--- config.mk ---
export PLATFORM = sky130hd
export DESIGN_NAME = mtimer_multi_flat
export DESIGN_NICKNAME = d
export VERILOG_FILES = /design/src/rtl/mtimer_multi_pkg.sv /design/src/rtl/mtimer_multi_if.sv /design/src/rtl/mtimer_cmp_channel.sv /design/src/rtl/mtimer_multi.sv /design/src/flat_wrapper.sv
export SDC_FILE = /design/constraint.sdc
export NUM_CORES = 1
export LEC_CHECK = 0
export ABC_CLOCK_PERIOD_IN_PS = 7500
export CAP_MARGIN = 20
export CORE_ASPECT_RATIO = 0.6
export CORE_MARGIN = 2
export CORE_UTILIZATION = 57
export CTS_CLUSTER_DIAMETER = 30
export DETAILED_ROUTE_END_ITERATION = 8
export PLACE_DENSITY = 0.8
export SKIP_LAST_GASP = 1
export SLEW_MARGIN = 20
export SYNTH_ARGS = -nofsm -noshare
export SYNTH_HDL_FRONTEND = slang
export SYNTH_SLANG_ARGS = --single-unit
export TNS_END_PERCENT = 30
--- constraint.sdc ---
create_clock -name clk -period 7.5 [get_ports clk]
set_input_delay 1.125 -clock clk [delete_from_list [all_inputs] [get_ports clk]]
set_output_delay 1.125 -clock clk [all_outputs]
set_load 0.02 [all_outputs]
--- src/rtl/mtimer_multi_pkg.sv ---
// Shared address map, control-register layout and reset constants for the
// memory-mapped machine timer.
package mtimer_multi_pkg;

   localparam logic [31:0] MTIMER_BASE_ADDR = 32'h0000_8000;

   localparam logic [31:0] OFF_CTRL       = 32'h00;
   localparam logic [31:0] OFF_MTIME_LO   = 32'h04;
   localparam logic [31:0] OFF_MTIME_HI   = 32'h08;
   localparam logic [31:0] OFF_CMP_LO0    = 32'h0C;
   localparam logic [31:0] OFF_CMP_STRIDE = 32'h08;

   localparam logic [63:0] MTIMECMP_RESET = 64'hFFFF_FFFF_FFFF_FFFF;

   // Channel-0 aliases of the legacy single-comparator map
   localparam logic [31:0] MTIME_LO_ADDR    = MTIMER_BASE_ADDR + OFF_MTIME_LO;
   localparam logic [31:0] MTIME_HI_ADDR    = MTIMER_BASE_ADDR + OFF_MTIME_HI;
   localparam logic [31:0] MTIMECMP_LO_ADDR = MTIMER_BASE_ADDR + OFF_CMP_LO0;
   localparam logic [31:0] MTIMECMP_HI_ADDR = MTIMER_BASE_ADDR + OFF_CMP_LO0 + 32'h4;

   typedef struct packed {
      logic [15:0] rsvd_hi;
      logic [7:0]  presc;
      logic [6:0]  rsvd_lo;
      logic        en;
   } mtimer_ctrl_t;

   // First offset past the last comparator word for n channels
   function automatic logic [31:0] mtimer_map_end(input int n);
      return OFF_CMP_LO0 + 32'(n) * OFF_CMP_STRIDE;
   endfunction

endpackage

--- src/rtl/mtimer_multi_if.sv ---
// Single-cycle request/response peripheral bus used by the machine timer.
interface mtimer_multi_if;
   logic        req_i;
   logic        we_i;
   logic [31:0] addr_i;
   logic [31:0] wdata_i;
   logic        rvalid_o;
   logic [31:0] rdata_o;
   logic        err_o;

   modport slave  (input req_i, we_i, addr_i, wdata_i, output rvalid_o, rdata_o, err_o);
   modport master (output req_i, we_i, addr_i, wdata_i, input rvalid_o, rdata_o, err_o);
endinterface

--- src/rtl/mtimer_cmp_channel.sv ---
// One 64-bit mtimecmp register with its own word-write decode and a
// registered level-sensitive timer interrupt.
module mtimer_cmp_channel
   import mtimer_multi_pkg::*;
#(
   parameter int IDX = 0
) (
   input  logic        clk,
   input  logic        rst,
   input  logic        wr_en,
   input  logic [31:0] offset,
   input  logic [31:0] wdata,
   input  logic [63:0] mtime,
   output logic [63:0] cmp,
   output logic        mtip
);

   localparam logic [31:0] LO_OFF = OFF_CMP_LO0 + 32'(IDX) * OFF_CMP_STRIDE;
   localparam logic [31:0] HI_OFF = LO_OFF + 32'h4;

   always_ff @(posedge clk or posedge rst) begin
      if (rst) begin
         cmp  <= MTIMECMP_RESET;
         mtip <= 1'b0;
      end else begin
         if (wr_en && offset == LO_OFF) cmp[31:0]  <= wdata;
         if (wr_en && offset == HI_OFF) cmp[63:32] <= wdata;
         mtip <= (mtime >= cmp);
      end
   end

endmodule

--- src/rtl/mtimer_multi.sv ---
// Machine timer: prescaled 64-bit mtime, tear-free high-word snapshot and
// N_CHANNELS mtimecmp comparators behind a one-cycle peripheral bus.
module mtimer_multi
   import mtimer_multi_pkg::*;
#(
   parameter int          XLEN       = 32,
   parameter int          N_CHANNELS = 1,
   parameter logic [31:0] BASE_ADDR  = MTIMER_BASE_ADDR,
   parameter int          PRESC_W    = 8
) (
   input  logic                  clk,
   input  logic                  rst,
   mtimer_multi_if.slave         bus,
   output logic [63:0]           mtime_o,
   output logic [N_CHANNELS-1:0] mtip_o
);

   logic [63:0]      mtime;
   logic             en;
   logic [PRESC_W-1:0] presc;
   logic [PRESC_W-1:0] pc;
   logic [31:0]      snap;
   logic             snap_valid;
   logic [63:0]      cmp_val [N_CHANNELS];
   logic [31:0]      offset;
   logic             addr_ok, wr, rd, tick;
   logic             wr_ctrl, wr_lo, wr_hi, rd_lo, rd_hi;
   logic [XLEN-1:0]  rd_data;
   mtimer_ctrl_t     ctrl_rd;

   assign offset  = bus.addr_i - BASE_ADDR;
   assign addr_ok = (bus.addr_i[1:0] == 2'b00) && (offset < mtimer_map_end(N_CHANNELS));
   assign wr      = bus.req_i && bus.we_i && addr_ok;
   assign rd      = bus.req_i && !bus.we_i && addr_ok;
   assign wr_ctrl = wr && offset == OFF_CTRL;
   assign wr_lo   = wr && offset == OFF_MTIME_LO;
   assign wr_hi   = wr && offset == OFF_MTIME_HI;
   assign rd_lo   = rd && offset == OFF_MTIME_LO;
   assign rd_hi   = rd && offset == OFF_MTIME_HI;
   assign tick    = en && (pc == presc);
   assign mtime_o = mtime;

   always_comb begin
      ctrl_rd       = '0;
      ctrl_rd.en    = en;
      ctrl_rd.presc = 8'(presc);
   end

   always_comb begin
      rd_data = '0;
      if (offset == OFF_CTRL)          rd_data = ctrl_rd;
      else if (offset == OFF_MTIME_LO) rd_data = mtime[31:0];
      else if (offset == OFF_MTIME_HI) rd_data = snap_valid ? snap : mtime[63:32];
      for (int i = 0; i < N_CHANNELS; i++) begin
         if (offset == OFF_CMP_LO0 + 32'(i) * OFF_CMP_STRIDE)         rd_data = cmp_val[i][31:0];
         if (offset == OFF_CMP_LO0 + 32'(i) * OFF_CMP_STRIDE + 32'h4) rd_data = cmp_val[i][63:32];
      end
   end

   always_ff @(posedge clk or posedge rst) begin
      if (rst) begin
         en           <= 1'b1;
         presc        <= '0;
         pc           <= '0;
         mtime        <= '0;
         snap         <= '0;
         snap_valid   <= 1'b0;
         bus.rvalid_o <= 1'b0;
         bus.rdata_o  <= '0;
         bus.err_o    <= 1'b0;
      end else begin
         bus.rvalid_o <= bus.req_i;
         bus.err_o    <= bus.req_i && !addr_ok;
         bus.rdata_o  <= rd ? rd_data : '0;

         if (wr_ctrl) begin
            en    <= bus.wdata_i[0];
            presc <= bus.wdata_i[8 +: PRESC_W];
         end

         if (wr_ctrl || wr_lo || wr_hi || tick) pc <= '0;
         else if (en)                           pc <= pc + 1'b1;

         // Software writes win over the increment; the other half is held
         if (wr_lo)      mtime[31:0]  <= bus.wdata_i;
         else if (wr_hi) mtime[63:32] <= bus.wdata_i;
         else if (tick)  mtime        <= mtime + 64'd1;

         if (wr_lo || wr_hi) snap_valid <= 1'b0;
         else if (rd_lo) begin
            snap       <= mtime[63:32];
            snap_valid <= 1'b1;
         end else if (rd_hi) snap_valid <= 1'b0;
      end
   end

   for (genvar g = 0; g < N_CHANNELS; g++) begin : g_ch
      mtimer_cmp_channel #(.IDX(g)) u_ch (
         .clk    (clk),
         .rst    (rst),
         .wr_en  (wr),
         .offset (offset),
         .wdata  (bus.wdata_i),
         .mtime  (mtime),
         .cmp    (cmp_val[g]),
         .mtip   (mtip_o[g])
      );
   end

endmodule
--- src/flat_wrapper.sv ---
// flat-port wrapper written by rule: the top's interface ports become plain ports
module mtimer_multi_flat import mtimer_multi_pkg::*;
#(
   parameter int          XLEN       = 32,
   parameter int          N_CHANNELS = 1,
   parameter logic [31:0] BASE_ADDR  = MTIMER_BASE_ADDR,
   parameter int          PRESC_W    = 8
)
  (clk, rst, mtime_o, mtip_o, bus_req_i, bus_we_i, bus_addr_i, bus_wdata_i, bus_rvalid_o, bus_rdata_o, bus_err_o);
  mtimer_multi_if bus_i ();
  input  logic clk;
  input  logic rst;
  output logic [63:0] mtime_o;
  output logic [N_CHANNELS-1:0] mtip_o;
  input wire logic [$bits(bus_i.req_i)-1:0] bus_req_i;
  input wire logic [$bits(bus_i.we_i)-1:0] bus_we_i;
  input wire logic [$bits(bus_i.addr_i)-1:0] bus_addr_i;
  input wire logic [$bits(bus_i.wdata_i)-1:0] bus_wdata_i;
  output wire logic [$bits(bus_i.rvalid_o)-1:0] bus_rvalid_o;
  output wire logic [$bits(bus_i.rdata_o)-1:0] bus_rdata_o;
  output wire logic [$bits(bus_i.err_o)-1:0] bus_err_o;
  assign bus_i.req_i = bus_req_i;
  assign bus_i.we_i = bus_we_i;
  assign bus_i.addr_i = bus_addr_i;
  assign bus_i.wdata_i = bus_wdata_i;
  assign bus_rvalid_o = bus_i.rvalid_o;
  assign bus_rdata_o = bus_i.rdata_o;
  assign bus_err_o = bus_i.err_o;
  mtimer_multi #(.XLEN(XLEN), .N_CHANNELS(N_CHANNELS), .BASE_ADDR(BASE_ADDR), .PRESC_W(PRESC_W)) u_core (.clk(clk), .rst(rst), .bus(bus_i), .mtime_o(mtime_o), .mtip_o(mtip_o));
endmodule
==> flow_summary.json <==
{
  "synthesis.instances": 1367,
  "place.gp.congestion": 0.965,
  "timing.clock.skew_ps": 16.6,
  "clock-sinks": 213,
  "grt_pass1_vias": 11600,
  "ir_worst_vdd_uv": 170,
  "endpoint_kind": "register",
  "area_of_the_core_um2": 22200,
  "min_period_ps": 5570,
  "synthDistinctLibCells": 75,
  "outcome": "completed",
  "grt_util_all_layers": 0.358,
  "dpl_worst_slack_ps": 1650,
  "cp.arrival_ps": 5990,
  "ctsLongestPathBuffers": 3,
  "route.detailed.vias_per_inst": 6.60,
  "synth_edf_count": 0,
  "layout.nets": 1653,
  "synth-warning-count": 0,
  "fillCellCount": 1643,
  "path_max_fanout": 32,
  "synth.ff_latch_count": 213,
  "setup.worst_path.class": "in -> reg",
  "drtAntennaViolNets": 0,
  "start_util": 0.585,
  "rsz_0062_raised_after_global_routing": "false",
  "required_ps": 7920,
  "cts_made_buffers": 35,
  "max_clock_freq_mhz": 180,
  "clk_root_buffer_cell": "sky130_fd_sc_hd__clkbuf_16",
  "postCtsSetupBuffers": 0,
  "synth_async_sr_flop_share": 1.00,
  "grt_start_max_net_pins": 80,
  "clk_transition_reported_paths_ps": 50,
  "fp.dieH_um": 121,
  "floorplan.io_pins": 167,
  "slowest_cell_delay_on_critical_path_ps": 1000,
  "placed_area_um2": 14900,
  "floorplan.die.width_um": 199,
  "row_count": 42,
  "initial_antenna_violation_count": 1,
  "drc": 0,
  "power_density_nw_per_um2": 178,
  "clock_tree_from_tritoncts": "yes",
  "slew_headroom": 0.226,
  "firstDrtPassIters": 6,
  "placement.io_buffers": 166,
  "cpLargestDelayFamily": "simple AND/OR/NAND/NOR gates",
  "timing.final.hold_violations": 0,
  "grt_overflow": 0,
  "drv_slew": 0,
  "syn-num-nets": 1502,
  "setup_ws_ps": 1930,
  "antenna_cells": 0,
  "crit_top_cell": "sky130_fd_sc_hd__nand4_1",
  "synth_area_leaders": "sky130_fd_sc_hd__dfrtp_1 29%, sky130_fd_sc_hd__dfstp_2 13%, sky130_fd_sc_hd__ha_1 6.5%, sky130_fd_sc_hd__mux2_2 5.6%, sky130_fd_sc_hd__nand2_1 4.1%",
  "synthFlopType": "sky130_fd_sc_hd__dfrtp_1",
  "die_area_um2": 24000,
  "yosys.area.top_type": "sky130_fd_sc_hd__dfrtp_1",
  "crit_path_start_kind": "primary input",
  "worst_pin_slew_ps": 1160,
  "detailed_place_hpwl_um": 29700,
  "post_cts.resized_instances": 0,
  "syn-mean-instance-area_um2": 9.50,
  "synth_top_cell_area_share": 0.285,
  "dp_cells": 1789,
  "dr_vias": 12200,
  "final.period_utilization": 0.742,
  "cellLeakagePower_uw": 0.00680,
  "area.growth.synth_to_final_pct": 23.8,
  "holdBufCountCts": 0,
  "worstPathBufferInverterCount": 3,
  "finalSetupTns_ps": 0,
  "skew_pair_late_insertion_delay_ps": 510,
  "fin_cells": 1851,
  "design_area_um2": 16100,
  "ctsHtreeMaxLevel": 2,
  "route.final.wire_length_um": 42800,
  "critPathSlowestCell": "sky130_fd_sc_hd__and3_1",
  "finalSetupViolations": 0,
  "grt_pass1_wl_um": 66000,
  "yosysSeqAreaShare": 0.417,
  "cp_cell_sequence": "clkdlybuf4s50_1, inv_1, ha_1, nor4b_1, nand4_1, xor2_1, nand4_1, nor3_1, and3_1, and4_1, buf_4, mux2_2",
  "synth.cell_area_um2": 13000,
  "detailedRoute.firstIterationViolations": 1642,
  "drv_cap": 0,
  "post_drt_wl_per_cell_um": 23.1,
  "drive_gt1_frac": 0.174,
  "timing.hold.worst.class": "reg -> reg"
}
==> flip-flops by register name (all words and copies together) (netlist names), 8 cells and up <==
name / count
u_core.g_ch.u_ch.cmp: 64
u_core.pc: 8
u_core.presc: 8
u_core.snap: 32
u_core.bus.rdata_o: 32
u_core.mtime_o: 64
==> synth_stat cells (all sizes together) (4+ instances only) <==
cell type	number
and2	5
clkbuf	64
mux2i	13
nand4	49
a222oi	24
nor3b	4
nor4	18
or4	7
inv	87
xor2	13
o22a	4
a21o	24
and3	16
dfrtp	148
or3	9
buf	11
o211ai	18
nand3	33
a22oi	14
nor4b	4
o31ai	6
o22ai	10
o21ai	104
xnor2	21
nor3	27
or2	9
dfstp	65
nor2b	8
a21oi	95
nor2	80
o311ai	4
nand2	141
mux2	93
a31oi	18
and4	5
nand2b	5
ha	67
==> cells in the final DEF, fill, tap and decap left out, types with 5 or more instances in the layout <==
cell type | netlist | routed
sky130_fd_sc_hd__a21o_1 | 24 | 24
sky130_fd_sc_hd__a21oi_1 | 95 | 95
sky130_fd_sc_hd__a222oi_1 | 24 | 24
sky130_fd_sc_hd__a22oi_1 | 14 | 14
sky130_fd_sc_hd__a31oi_1 | 18 | 18
sky130_fd_sc_hd__and2_1 | 5 | 5
sky130_fd_sc_hd__and3_1 | 16 | 16
sky130_fd_sc_hd__and4_1 | 5 | 5
sky130_fd_sc_hd__buf_4 | 0 | 23
sky130_fd_sc_hd__clkbuf_1 | 64 | 7
sky130_fd_sc_hd__clkbuf_16 | 0 | 35
sky130_fd_sc_hd__clkbuf_8 | 0 | 6
sky130_fd_sc_hd__clkdlybuf4s50_1 | 0 | 166
sky130_fd_sc_hd__clkinv_2 | 0 | 6
sky130_fd_sc_hd__dfrtp_1 | 148 | 148
sky130_fd_sc_hd__dfstp_2 | 65 | 65
sky130_fd_sc_hd__ha_1 | 67 | 67
sky130_fd_sc_hd__inv_1 | 87 | 86
sky130_fd_sc_hd__mux2_2 | 64 | 64
sky130_fd_sc_hd__mux2_4 | 29 | 29
sky130_fd_sc_hd__mux2i_1 | 13 | 13
sky130_fd_sc_hd__nand2_1 | 141 | 141
sky130_fd_sc_hd__nand2b_1 | 5 | 5
sky130_fd_sc_hd__nand3_1 | 33 | 33
sky130_fd_sc_hd__nand4_1 | 48 | 48
sky130_fd_sc_hd__nor2_1 | 80 | 79
sky130_fd_sc_hd__nor2b_1 | 8 | 8
sky130_fd_sc_hd__nor3_1 | 25 | 22
sky130_fd_sc_hd__nor4_1 | 14 | 13
sky130_fd_sc_hd__o211ai_1 | 18 | 18
sky130_fd_sc_hd__o21ai_0 | 103 | 103
sky130_fd_sc_hd__o22ai_1 | 10 | 10
sky130_fd_sc_hd__o31ai_1 | 6 | 6
sky130_fd_sc_hd__or2_2 | 6 | 6
sky130_fd_sc_hd__or3_1 | 8 | 7
sky130_fd_sc_hd__or4_1 | 7 | 7
sky130_fd_sc_hd__xnor2_1 | 21 | 21
sky130_fd_sc_hd__xor2_1 | 13 | 13
==> power breakdown <==
part / total, uW / internal (uW) / switching (uW)
clock: 1580 / 1020 / 564
sequential: 1150 / 1150 / 0.183
combinational: 117 / 44.1 / 72.6
total: 2850 / 2220 / 637
==> cell type report <==
| type | count | area (um^2) | area share |
|---|---|---|---|
| multi-input cells | 992 | 6970 | 0.433 |
| clock inverters | 14 | 160 | 0.00996 |
| well taps | 308 | 385 | 0.0240 |
| flip-flops and latches | 213 | 5410 | 0.337 |
| repair buffers | 189 | 1830 | 0.114 |
| inverters | 87 | 334 | 0.0208 |
| clock buffers | 48 | 985 | 0.0613 |
==> layer usage <==
layer / track usage / vias up / part of all wire
met2: 0.497 / 840 / 0.41
met3: 0.0856 / 104 / 0.13
met1: 0.550 / 5949 / 0.44
met4: 0.106 / 2 / 0.023
li1: - / 5323 / -
met5: 0 / - / 0.00030
==> path summary, 6_finish.rpt <==
| kind | slack (ps) | cells after the start | from | to |
|---|---|---|---|---|
| setup / recovery | 1930 | 12 | bus_addr_i[15] | u_core.g_ch[0].u_ch.cmp[26] |
| hold / removal | 500 | 1 | u_core.snap[30] | u_core.snap[30] |
| setup reg to reg | 3840 | 8 | u_core.mtime_o[10] | u_core.mtime_o[57] |
| hold reg to reg | 500 | 1 | u_core.snap[30] | u_core.snap[30] |
| max in group asynchronous | 5050 | 3 | rst | u_core.mtime_o[44] |
| min in group asynchronous | 1090 | 2 | rst | u_core.bus.err_o |
==> cells by family (layout without fill, tap and decap cells) <==
family                   count (synthesis)  count (layout)  synth area share
multiplexers                           106             106            0.0991
XOR/XNOR                                34              34            0.0229
adder cells (fa/ha/maj)                 67              67            0.0646
flip-flops                             213             213             0.417
buffers and inverters                  162             338            0.0502
AO/OA/AOI/OAI                          359             359             0.178
AND/OR/NAND/NOR                        426             426             0.169
==> stage by stage <==
stage	total power [uW]	hold slack, ps	util
5_1_grt	2920	514	0.725
3_5_place_dp	1290	490	0.673
2_1_floorplan	1220	469	-
6_report	2850	503	0.725
3_3_place_gp	1290	481	0.673
4_1_cts	2860	504	0.725
(Power assumes the default switching activity.)
